--- src/rtl/gecko_system_sequencer.sv ---
// gecko_system_sequencer
//   Serializes system commands (CSR reads and ENV ops) between issue and the
//   gecko system unit. Each accepted command is held until the execute pipe
//   has been quiet (inflight==0) for MIN_DRAIN consecutive cycles. This keeps
//   CYCLE/INSTRET reads exact. ENV ops (ECALL/EBREAK) are consumed here and
//   park the block in a sticky HALTED state until reset.
//
// Optional feature macro: GECKO_SYSTEM_SEQUENCER_STATS_EN
//   Adds the stall_cycles_o counter. It counts DRAIN cycles and cycles in
//   ISSUE that wait on back-pressure.
//
// Ports:
//   clk_i, rst_i            clock, synchronous active-high reset
//   inflight_i              issued-but-not-retired count from the core
//   command_in_*            valid/ready/payload stream from issue
//   command_out_*           valid/ready/payload stream to the system unit
//   busy_o                  state != IDLE (issue stalls on it)
//   halted_o                sticky, an ENV op was consumed
//   timeout_error_o         sticky, a command was force-issued after DRAIN_TIMEOUT
//   stall_cycles_o          (STATS_EN only) free-running 32-bit stall count

package gecko_system_sequencer_pkg;
  localparam logic [2:0] RV32I_FUNCT3_SYS_ENV = 3'b000;

  typedef struct packed {
    logic [2:0]  sys_op;    // funct3 of the SYSTEM opcode
    logic [11:0] csr_addr;
    logic [4:0]  rd_addr;
    logic [4:0]  rs1_addr;
    logic [31:0] wdata;
  } gecko_system_operation_t;
endpackage

module gecko_system_sequencer
  import gecko_system_sequencer_pkg::*;
#(
  parameter int INFLIGHT_WIDTH = 4,
  parameter int MIN_DRAIN      = 1,
  parameter int DRAIN_TIMEOUT  = 1023
) (
  input  logic                      clk_i,
  input  logic                      rst_i,
  input  logic [INFLIGHT_WIDTH-1:0] inflight_i,
  input  logic                      command_in_valid_i,
  output logic                      command_in_ready_o,
  input  gecko_system_operation_t   command_in_payload_i,
  output logic                      command_out_valid_o,
  input  logic                      command_out_ready_i,
  output gecko_system_operation_t   command_out_payload_o,
`ifdef GECKO_SYSTEM_SEQUENCER_STATS_EN
  output logic [31:0]               stall_cycles_o,
`endif
  output logic                      busy_o,
  output logic                      halted_o,
  output logic                      timeout_error_o
);

  localparam int WAIT_W = (DRAIN_TIMEOUT < 1) ? 1 : $clog2(DRAIN_TIMEOUT + 1);
  localparam logic [3:0]        MIN_Q  = 4'(MIN_DRAIN);
  localparam logic [WAIT_W-1:0] TO_CNT = WAIT_W'(DRAIN_TIMEOUT);

  typedef enum logic [1:0] {IDLE, DRAIN, ISSUE, HALTED} state_t;

  state_t                  state_q;
  gecko_system_operation_t held_q;
  logic [3:0]              quiet_q, quiet_inc, quiet_d;
  logic [WAIT_W-1:0]       wait_q, wait_d;
  logic                    timeout_q;
  logic                    quiet_done, timeout_hit, held_is_env;

  // Completion is judged on the post-increment count so that a quiet first
  // DRAIN cycle with MIN_DRAIN=1 issues on the very next cycle.
  assign quiet_inc  = quiet_q + 4'd1;
  assign quiet_done = (inflight_i == '0) && (quiet_inc >= MIN_Q);

  always_comb begin
    quiet_d = quiet_inc;
    if (inflight_i != '0)    quiet_d = '0;   // any activity restarts the window
    else if (quiet_q >= MIN_Q) quiet_d = MIN_Q;
  end

  assign wait_d      = wait_q + WAIT_W'(1);
  assign timeout_hit = (DRAIN_TIMEOUT != 0) && (wait_d == TO_CNT);
  assign held_is_env = (held_q.sys_op == RV32I_FUNCT3_SYS_ENV);

  always_ff @(posedge clk_i) begin
    if (rst_i) begin
      state_q   <= IDLE;
      held_q    <= '0;
      quiet_q   <= '0;
      wait_q    <= '0;
      timeout_q <= 1'b0;
    end else begin
      case (state_q)
        IDLE: if (command_in_valid_i) begin
          held_q  <= command_in_payload_i;
          quiet_q <= '0;
          wait_q  <= '0;
          state_q <= DRAIN;
        end
        DRAIN: begin
          quiet_q <= quiet_d;
          wait_q  <= wait_d;
          // Quiet completion takes priority over the timeout.
          if (quiet_done) begin
            state_q <= held_is_env ? HALTED : ISSUE;
          end else if (timeout_hit) begin
            timeout_q <= 1'b1;
            state_q   <= held_is_env ? HALTED : ISSUE;
          end
        end
        ISSUE: if (command_out_ready_i) state_q <= IDLE;
        HALTED: state_q <= HALTED;
        default: state_q <= IDLE;
      endcase
    end
  end

`ifdef GECKO_SYSTEM_SEQUENCER_STATS_EN
  logic [31:0] stall_q;

  always_ff @(posedge clk_i) begin
    if (rst_i) begin
      stall_q <= '0;
    end else if ((state_q == DRAIN) ||
                 ((state_q == ISSUE) && !command_out_ready_i)) begin
      stall_q <= stall_q + 32'd1;
    end
  end

  assign stall_cycles_o = stall_q;
`endif

  // Handshake outputs come from state only; reset just masks ready.
  assign command_in_ready_o    = (state_q == IDLE) && !rst_i;
  assign command_out_valid_o   = (state_q == ISSUE);
  assign command_out_payload_o = held_q;
  assign busy_o                = (state_q != IDLE);
  assign halted_o              = (state_q == HALTED);
  assign timeout_error_o       = timeout_q;

endmodule

--- config.mk ---
export PLATFORM = sky130hd
export DESIGN_NAME = gecko_system_sequencer
export DESIGN_NICKNAME = d
export VERILOG_FILES = /design/src/rtl/gecko_system_sequencer.sv
export SDC_FILE = /design/constraint.sdc
export NUM_CORES = 1
export LEC_CHECK = 0
export CAP_MARGIN = 25
export CELL_PAD_IN_SITES_DETAIL_PLACEMENT = 1
export CELL_PAD_IN_SITES_GLOBAL_PLACEMENT = 2
export CORE_AREA = 2 2 125 127
export CTS_CLUSTER_DIAMETER = 50
export DETAILED_ROUTE_END_ITERATION = 16
export DIE_AREA = 0 0 127 129
export PLACE_DENSITY = 0.83
export SYNTH_ARGS = -nofsm -noshare
export SYNTH_HDL_FRONTEND = slang
export SYNTH_SLANG_ARGS = --single-unit
--- constraint.sdc ---
create_clock -name clk_i -period 1.7 [get_ports clk_i]
set_input_delay 0.17 -clock clk_i [delete_from_list [all_inputs] [get_ports clk_i]]
set_output_delay 0.17 -clock clk_i [all_outputs]
set_load 0.01 [all_outputs]
After elaboration in Yosys (flattened, before gate mapping)
Cells that the tools add are included.
{"block": "word_totals", "ff_bits": 74, "in_bits": 65}
{"block": "op_classes", "addsub": 2, "order_cmp": 2, "eq_ne": 7, "n_mux": 12, "n_bitwise": 1, "n_reduce_logical": 13}
{"cell": "10-bit one-hot mux with 2 select lines", "n": 1}
{"cell": "4-bit two-way mux", "n": 3}
{"cell": "10-bit by 1-bit adder with 10-bit output, second input constant", "n": 1}
{"cell": "10-bit == test, second input constant", "n": 1}
{"cell": "10-bit two-way mux", "n": 1}
{"cell": "4-bit by 1-bit >= comparator with 1-bit output, second input constant", "n": 2}
{"cell": "2-bit two-way mux", "n": 4}
{"cell": "2-bit one-hot mux with 4 select lines", "n": 1}
{"cell": "4-bit one-hot mux with 2 select lines", "n": 1}
{"cell": "3-bit AND reduction", "n": 2}
{"cell": "4-bit by 1-bit adder with 4-bit output, second input constant", "n": 1}
{"cell": "2-bit == test, second input constant", "n": 2}
{"cell": "4-bit logical NOT", "n": 1}
{"cell": "2-bit AND reduction", "n": 2}
{"cell": "2-bit nonzero test", "n": 2}
{"cell": "4-bit nonzero test", "n": 1}
{"cell": "3-bit logical NOT", "n": 1}
{"cell": "3-bit inequality test, second input constant", "n": 1}
{"cell": "2-bit by 1-bit == test with 1-bit output, second input constant", "n": 1}
{"cell": "1-bit logical AND", "n": 2}
{"cell": "2-bit logical NOT", "n": 1}
{"cell": "2-bit by 1-bit inequality test with 1-bit output, second input constant", "n": 1}
{"cell": "2-bit inequality test, second input constant", "n": 1}
{"cell": "1-bit logical NOT", "n": 1}
{"cell": "other kinds (2)", "n": 2}

Depth between registers and ports, before layout
Gate-level depths: netlist of the first run.
{"block": "logic_depth", "depth_word": 5, "depth_mapped": 7, "depth_no_buf": 6}

Least setup slack after synthesis of the first run
No wires, ideal clock.
{"block": "synth_timing", "kind": "register to register", "start": "register wait_q[0]", "end": "register timeout_q, in the netlist timeout_error_o", "setup_ps": 96, "arrival_ps": 1521, "required_time_ps": 1604, "setup_slack_ps": 83, "stages_incl_launch_ff": 7, "path_buffers": 0, "period_less_slack_ps": 1617, "cell_sequence": "dfxtp_1 ha_1 nand4_1 xor2_1 o2bb2ai_1 o2111ai_2 o41ai_2"}
{"block": "synth_between", "elab_chain_cells": 3}
{"item": "start: declaration", "line": "67", "source": "logic [WAIT_W-1:0] wait_q, wait_d;"}
{"item": "start signal: assignment", "line": "103", "source": "wait_q <= wait_d;"}
{"item": "10-bit by 1-bit adder with 10-bit output", "line": "82", "source": "assign wait_d = wait_q + WAIT_W'(1);"}
{"item": "10-bit == test", "line": "83", "source": "assign timeout_hit = (DRAIN_TIMEOUT != 0) && (wait_d == TO_CNT);"}
{"item": "3-bit AND reduction (no source line)"}
{"item": "end signal: assignment", "line": "92", "source": "timeout_q <= 1'b0;"}
{"item": "end signal: assignment", "line": "108", "source": "timeout_q <= 1'b1;"}
{"item": "end: declaration", "line": "68", "source": "logic timeout_q;"}
Every way passes these cells.
A chain may end at the register's enable or synchronous reset.

Worst setup path in the final report of the first run
{"block": "layout_timing", "start": "register state_q[0]", "end": "output busy_o"}
{"block": "layout_between", "elab_chain_cells": 1}
{"item": "start: declaration", "line": "64", "source": "state_t state_q;"}
{"item": "start signal: assignment", "line": "106", "source": "state_q <= held_is_env ? HALTED : ISSUE;"}
{"item": "start signal: assignment", "line": "109", "source": "state_q <= held_is_env ? HALTED : ISSUE;"}
{"item": "2-bit nonzero test", "line": "138", "source": "assign busy_o = (state_q != IDLE);"}
{"item": "end: declaration", "line": "53", "source": "output logic busy_o,"}
Every way passes these cells.

==> results by group, run 1 <==
Placement
  • Port buffer count: 126
  • Post-DP HPWL: between 7000 and 8000 µm
  • Pre-CTS setup slack: -0.1338 ns
  • Final Wtd Congestion: 0.7242

Synthesis
  • Syn_area_per_cell: 7.875 µm²
  • Synth unique cells: 39
  • Yosys warns: 0
  • Synth Register Bits: 74
  • Syn nets: 448
  • Post-synthesis sequential area ratio: 49.77%
  • Post-Synthesis Cell Area: 2977 µm²
  • Mapped Cells: 378

Die
  • DIE WIDTH: 127 µm
  • I/O pins: 127
  • Starting Density: 19.87%
  • Die height: approximately 130 µm
  • Num rows: 45
  • Die area: around 16000 µm²
  • Core area: 14980 µm²

Clock network
  • Clock transition at path regs: 0.05 ns
  • H-tree depth: 3
  • Clk buf depth: 2
  • Num CTS Buffers: 9
  • CTS Sinks: 74
  • Skew-Pair Late Insertion Delay: 0.34 ns
  • Cts hold-fix bufs: 0
  • CTS root buf: clkbuf_16
  • CTS tree: built

Global route
  • GRT Total Usage: 12.12%
  • Vias in the first global route: roughly 3.2k
  • Remaining Overflow, GRT: 0
  • First-pass GRT wire length: 15650 µm
  • Initial antenna violation count: 0
  • Largest net degree at the start of global routing: 77

Route
  • Vias: 3048
  • Wire per inst: 14.07 µm
  • Avg Vias per Cell: 4.336
  • DRC: 0
  • Starting DRT DRC Count: 122
  • Final wirelength: 9894 µm
  • Pre-antenna DRT Iters: 4
  • Final ANT Viol Nets: 0

Finish
  • Layout area overhead: 67.68%
  • Final net count: 580
  • Share of layout cells above drive strength 1: 11.65%
  • Final Core Density: 33.32%
  • Commonest non-fill, non-tap cells in the layout: 123 x nand2_1, 123 x clkdlybuf4s50_1, 69 x dfxtp_1
  • Ant diodes: 0

Critical path
  • Crit path DAT: 1.46 ns
  • CP required: 1.53 ns
  • Setup crit end kind: output port
  • Critical path type: reg -> out
  • Crit start category: flop
  • Reg2Reg Depth: 7
  • Worst-path fanout max: 6

Run status
  • Status: finished clean

Timing
  • Setup TNS: 0 ns
  • RSZ-0062 raised after global routing: true
  • Final Skew: 0.004358 ns
  • Rel. slew slack: 76.23%
  • Final Hold Viols: 0
  • Min Tclk post-route: 1.626 ns
  • Final worst path period share: 95.63%
  • Slew @ Worst Pin: 0.3517 ns
  • Max Slew Vio Count: 0
  • Final Setup Violations: 0
  • FMAX: 615.1 MHz
  • Setup WS post-layout: between 0.07 and 0.08 ns

Power
  • Worst VDD drop: 0.0004656 V
  • Power, Total: 0.005269 W
  • Power per cell area: 1056 nW/µm²
  • LEAKAGE: roughly 1.8 nW

Flow run
  • Max-Cap Viols: 0

Min path
  • Hold depth: 3
  • Hold Crit Class: in -> reg
## where the power goes
part / leakage [nW] / internal, W / switching (W)
registers: 0.606 / 0.00186 / 0.0000768
clock network: 0.180 / 0.00162 / 0.000726
logic: 1.03 / 0.000512 / 0.000478
## critical path, cell delays in order (launching register included)
cell             delay (ns)
dfxtp_2                0.35
or2_4                  0.29
clkdlybuf4s50_1        0.48
## flip-flops by register name, indices dropped and copies added (netlist names)
signal / count
wait_q: 10
command_out_payload_o: 57
state_q: 2
timeout_error_o: 1
quiet_q: 4
## Yosys cell counts, drive strengths merged
master	number	area, µm²
or2	1	6.260
o41ai	1	16.27
buf	11	65.06
nor2	23	86.33
xor2	3	26.28
a21oi	64	320.3
a311oi	3	26.28
or3	1	6.260
nor3b	1	7.510
o2111ai	1	15.01
and2	3	18.77
xnor2	1	8.760
inv	5	18.77
nor4	3	18.77
clkbuf	15	56.30
nor4b	1	8.760
nand3b	1	7.510
nand2	125	471.7
ha	5	62.56
nand4	3	18.77
nor2b	3	18.77
nor3	4	36.29
nand3	5	30.03
a41oi	2	17.52
or3b	1	8.760
a22oi	4	30.03
o21ai	6	30.03
a21o	1	7.510
a211oi	2	15.01
nand2b	2	12.51
or4	1	7.510
a31oi	1	6.260
dfxtp	74	1481
o2bb2ai	1	8.760
## final timing paths
check	end	slack, ns	from
setup / recovery	busy_o	0.07	state_q[0]
hold / removal	quiet_q[0]	0.35	rst_i
setup reg to reg	state_q[1]	0.09	wait_q[1]
hold reg to reg	command_out_payload_o[13]	0.45	command_out_payload_o[13]
## repair_timing
item                       CTS  global route
resized for setup            6            18
setup buffers                0             3
pin swaps                    1             6
setup endpoints to repair    4             6
## cell families (layout without fill, tap and decap cells)
kind of cell    count (synthesis)  after routing  synth area share (%)
buf+inv                        31            168                 4.708
compound gates                 86             86                 16.56
flops                          74             74                 49.77
xor+xnor                        4              4                 1.177
simple gates                  178            178                 25.68
fa+ha+maj                       5              5                 2.102
## layer usage
metal  up-vias  share of wire (%)  wire length, µm  global-route usage [%]
met2        84                 50             4941                   21.06
met5         -                  0                0                       0
li1       1519                  -                -                       -
met1      1432                 43             4211                   13.92
met3        13                6.0              594                   4.657
met4         0                1.5              146                   3.555
## cell type report
cell class | count | area [µm²]
inverters | 5 | 18.77
clock inverters | 5 | 125.1
multi-input cells | 273 | 1428
flip-flops and latches | 74 | 1490
fillers | 1756 | 9986
well taps | 188 | 235.2
clock buffers | 11 | 242.7
repair buffers | 147 | 1451
## per-stage QoR
stage | hold slack, ns | std cells | instance area, µm²
after floorplan | 0.3060 | 378 | 2977
after detailed placement | 0.4501 | 684 | 4514
final | 0.3522 | 703 | 4991
after global placement | 0.4422 | 684 | 4514
after global routing | 0.3816 | 703 | 4991
after CTS | 0.3577 | 700 | 4895
Note: power is estimated with default switching activity, not from simulation.
==> run 2: changes to the inputs <==
==> constraint.sdc (replaced) <==
create_clock -name clk_i -period 1.7 [get_ports clk_i]
set_input_delay 0.17 -clock clk_i [delete_from_list [all_inputs] [get_ports clk_i]]
set_output_delay 0.17 -clock clk_i [all_outputs]
set_load 0.1 [all_outputs]
==> results by group, run 2 (synthesis gave the netlist of run 1 again) <==
Route
  • Top routing layer in use: met4
  • Pre-antenna DRT Iters: 4
  • Final ANT Viol Nets: 0
  • Starting DRT DRC Count: about 110
  • WL met3: 757 µm
  • WL met2: around 4900 µm
  • Final wirelength: 9998 µm
  • Vias: 3064
  • Wire per inst: 14.34 µm
  • WL met1: about 4200 µm
  • DRC: 0
  • Avg Vias per Cell: 4.396

Critical path
  • Reg2reg end: timeout_error_o
  • Delay-heaviest family, CP: compound AO/OA/AOI/OAI gates
  • CP cell instances: ha_1, buf_4, xnor2_1, nor3_2, o2111ai_2, o41ai_2
  • Critical path buffers and inverters: 1
  • Crit start category: flop
  • Flop2flop setup slack: 0.13 ns
  • Critical path type: reg -> reg
  • Worst-path fanout max: 5
  • RR Startpoint: wait_q[0]
  • CP max stage delay: 0.31 ns
  • Critical path's slowest cell: dfxtp_1
  • CP required: 1.94 ns
  • Reg2Reg Depth: 6
  • Crit path DAT: 1.81 ns
  • Setup crit end kind: flop

Timing
  • Final Hold Viols: 0
  • Final Setup Violations: 0
  • Max Slew Vio Count: 0
  • Min Tclk post-route: approximately 1.6 ns
  • Slew @ Worst Pin: 0.4485 ns
  • Min Hold Slack: about 0.24 ns
  • FMAX: between 600 and 700 MHz
  • RSZ-0062 raised after global routing: false
  • Rel. slew slack: a little over two thirds
  • Final worst path period share: 92.26%
  • Final Skew: roughly 0.0039 ns

Finish
  • Ant diodes: 0
  • Share of layout cells above drive strength 1: 21.22%
  • Layout area overhead: 60.32%
  • Final net count: 574
  • Post-Layout Inst Area: 4772 µm²
  • Max reg flops: 57
  • Final Core Density: 31.86%
  • Commonest non-fill, non-tap cell in the layout: nand2_1
  • Commonest non-fill, non-tap cells in the layout: 124 x nand2_1, 71 x dfxtp_1, 68 x buf_4

Clock network
  • H-tree depth: 3
  • Num CTS Buffers: 9
  • Clock transition at path regs: 0.06 ns
  • CTS root buf: clkbuf_16
  • Skew-Pair Late Insertion Delay: between 0.3 and 0.4 ns
  • CTS tree: built
  • Post-CTS setup buffers: 0
  • Clk buf depth: 2
  • CTS Sinks: 74

Global route
  • Initial antenna violation count: 0
  • Vias in the first global route: 3250
  • First-pass GRT wire length: 16170 µm
  • Remaining Overflow, GRT: 0
  • Largest net degree at the start of global routing: 59
  • GRT Total Usage: 12.50%

Die
  • Die height: roughly 130 µm
  • Starting Density: about a fifth
  • I/O pins: 127
  • Core area: 14980 µm²
  • Die area: 16380 µm²
  • DIE WIDTH: roughly 130 µm
  • Num rows: 45

Min path
  • Worst min-delay path startpoint: rst_i
  • Worst Hold Endpoint: wait_q[6]
  • Hold Crit Class: in -> reg
  • Hold depth: 2

Flow run
  • Max-Cap Viols: 0

Placement
  • Port buffer count: 126
  • Final Wtd Congestion: 0.7893
  • Post-DP HPWL: 7216 µm
  • Cell Area, Placed: 4442 µm²

Power
  • LEAKAGE: roughly 1.9 nW
  • Worst VDD drop: 0.0006173 V
  • Power per cell area: approximately 1200 nW/µm²

Run status
  • Status: finished clean
==> run 2: how the worst max path moves through the flow <==
stage | depth (start not counted) | from | endpoint | slack, ns
final | 6 | wait_q[0] | timeout_error_o | 0.13
after global routing | 4 | wait_q[6] | timeout_error_o | 0.01
after detailed placement | 6 | command_in_valid_i | wait_q[7] | -0.1
after floorplan | 6 | wait_q[0] | timeout_error_o | 0.08
after global placement | 6 | command_in_valid_i | wait_q[7] | -0.08
after CTS | 6 | wait_q[1] | timeout_error_o | 0.008
==> run 2: final cells by class <==
| type | count | area, µm² |
|---|---|---|
| clock buffer | 11 | 242.7 |
| clock inverter | 5 | 77.57 |
| fill | 1806 | 10200 |
| inverter | 5 | 18.77 |
| multi-input combinational | 273 | 1386 |
| sequential | 74 | 1485 |
| tap | 188 | 235.2 |
| timing repair buffer | 141 | 1326 |
==> run 2: timing repair <==
| item | CTS | global route |
|---|---|---|
| endpoints found under the hold margin | 0 | 0 |
| gates resized for setup | 0 | 4 |
| hold buffers | 0 | 0 |
| endpoints found under the setup margin | 0 | 2 |
==> run 2: through the flow <==
stage	TNS (ns)	total power [W]	cells	setup WS (ns)
after global placement	-0.1518	0.003685	681	-0.07600
after CTS	0	0.005856	697	0.007891
final	0	0.005729	697	0.1316
after detailed placement	-0.5644	0.003719	681	-0.09568
after floorplan	0	0.003156	378	0.08322
after global routing	0	0.006018	697	0.01397
==> run 2: power by group <==
group | total [W] | internal (W) | switching (W)
Clock | 0.00207 | 0.00132 | 0.000745
Sequential | 0.00192 | 0.00185 | 0.0000702
Combinational | 0.00174 | 0.000491 | 0.00125
==> run 2: routing by layer <==
layer	track usage, %	vias to the layer above
met2	22.14	94
met1	13.81	1454
met3	5.364	11
met4	3.297	0
met5	0	-
li1	-	1505
==> run 3: changes to the inputs <==
--- a/config.mk
+++ b/config.mk
@@ -5,7 +5,7 @@
 export SDC_FILE = /design/constraint.sdc
 export NUM_CORES = 1
 export LEC_CHECK = 0
-export CAP_MARGIN = 25
+export CAP_MARGIN = 20
 export CELL_PAD_IN_SITES_DETAIL_PLACEMENT = 1
 export CELL_PAD_IN_SITES_GLOBAL_PLACEMENT = 2
 export CORE_AREA = 2 2 125 127
==> results of run 3 <==
Same layout as run 2: the final DEF is identical, and so are final timing and power.
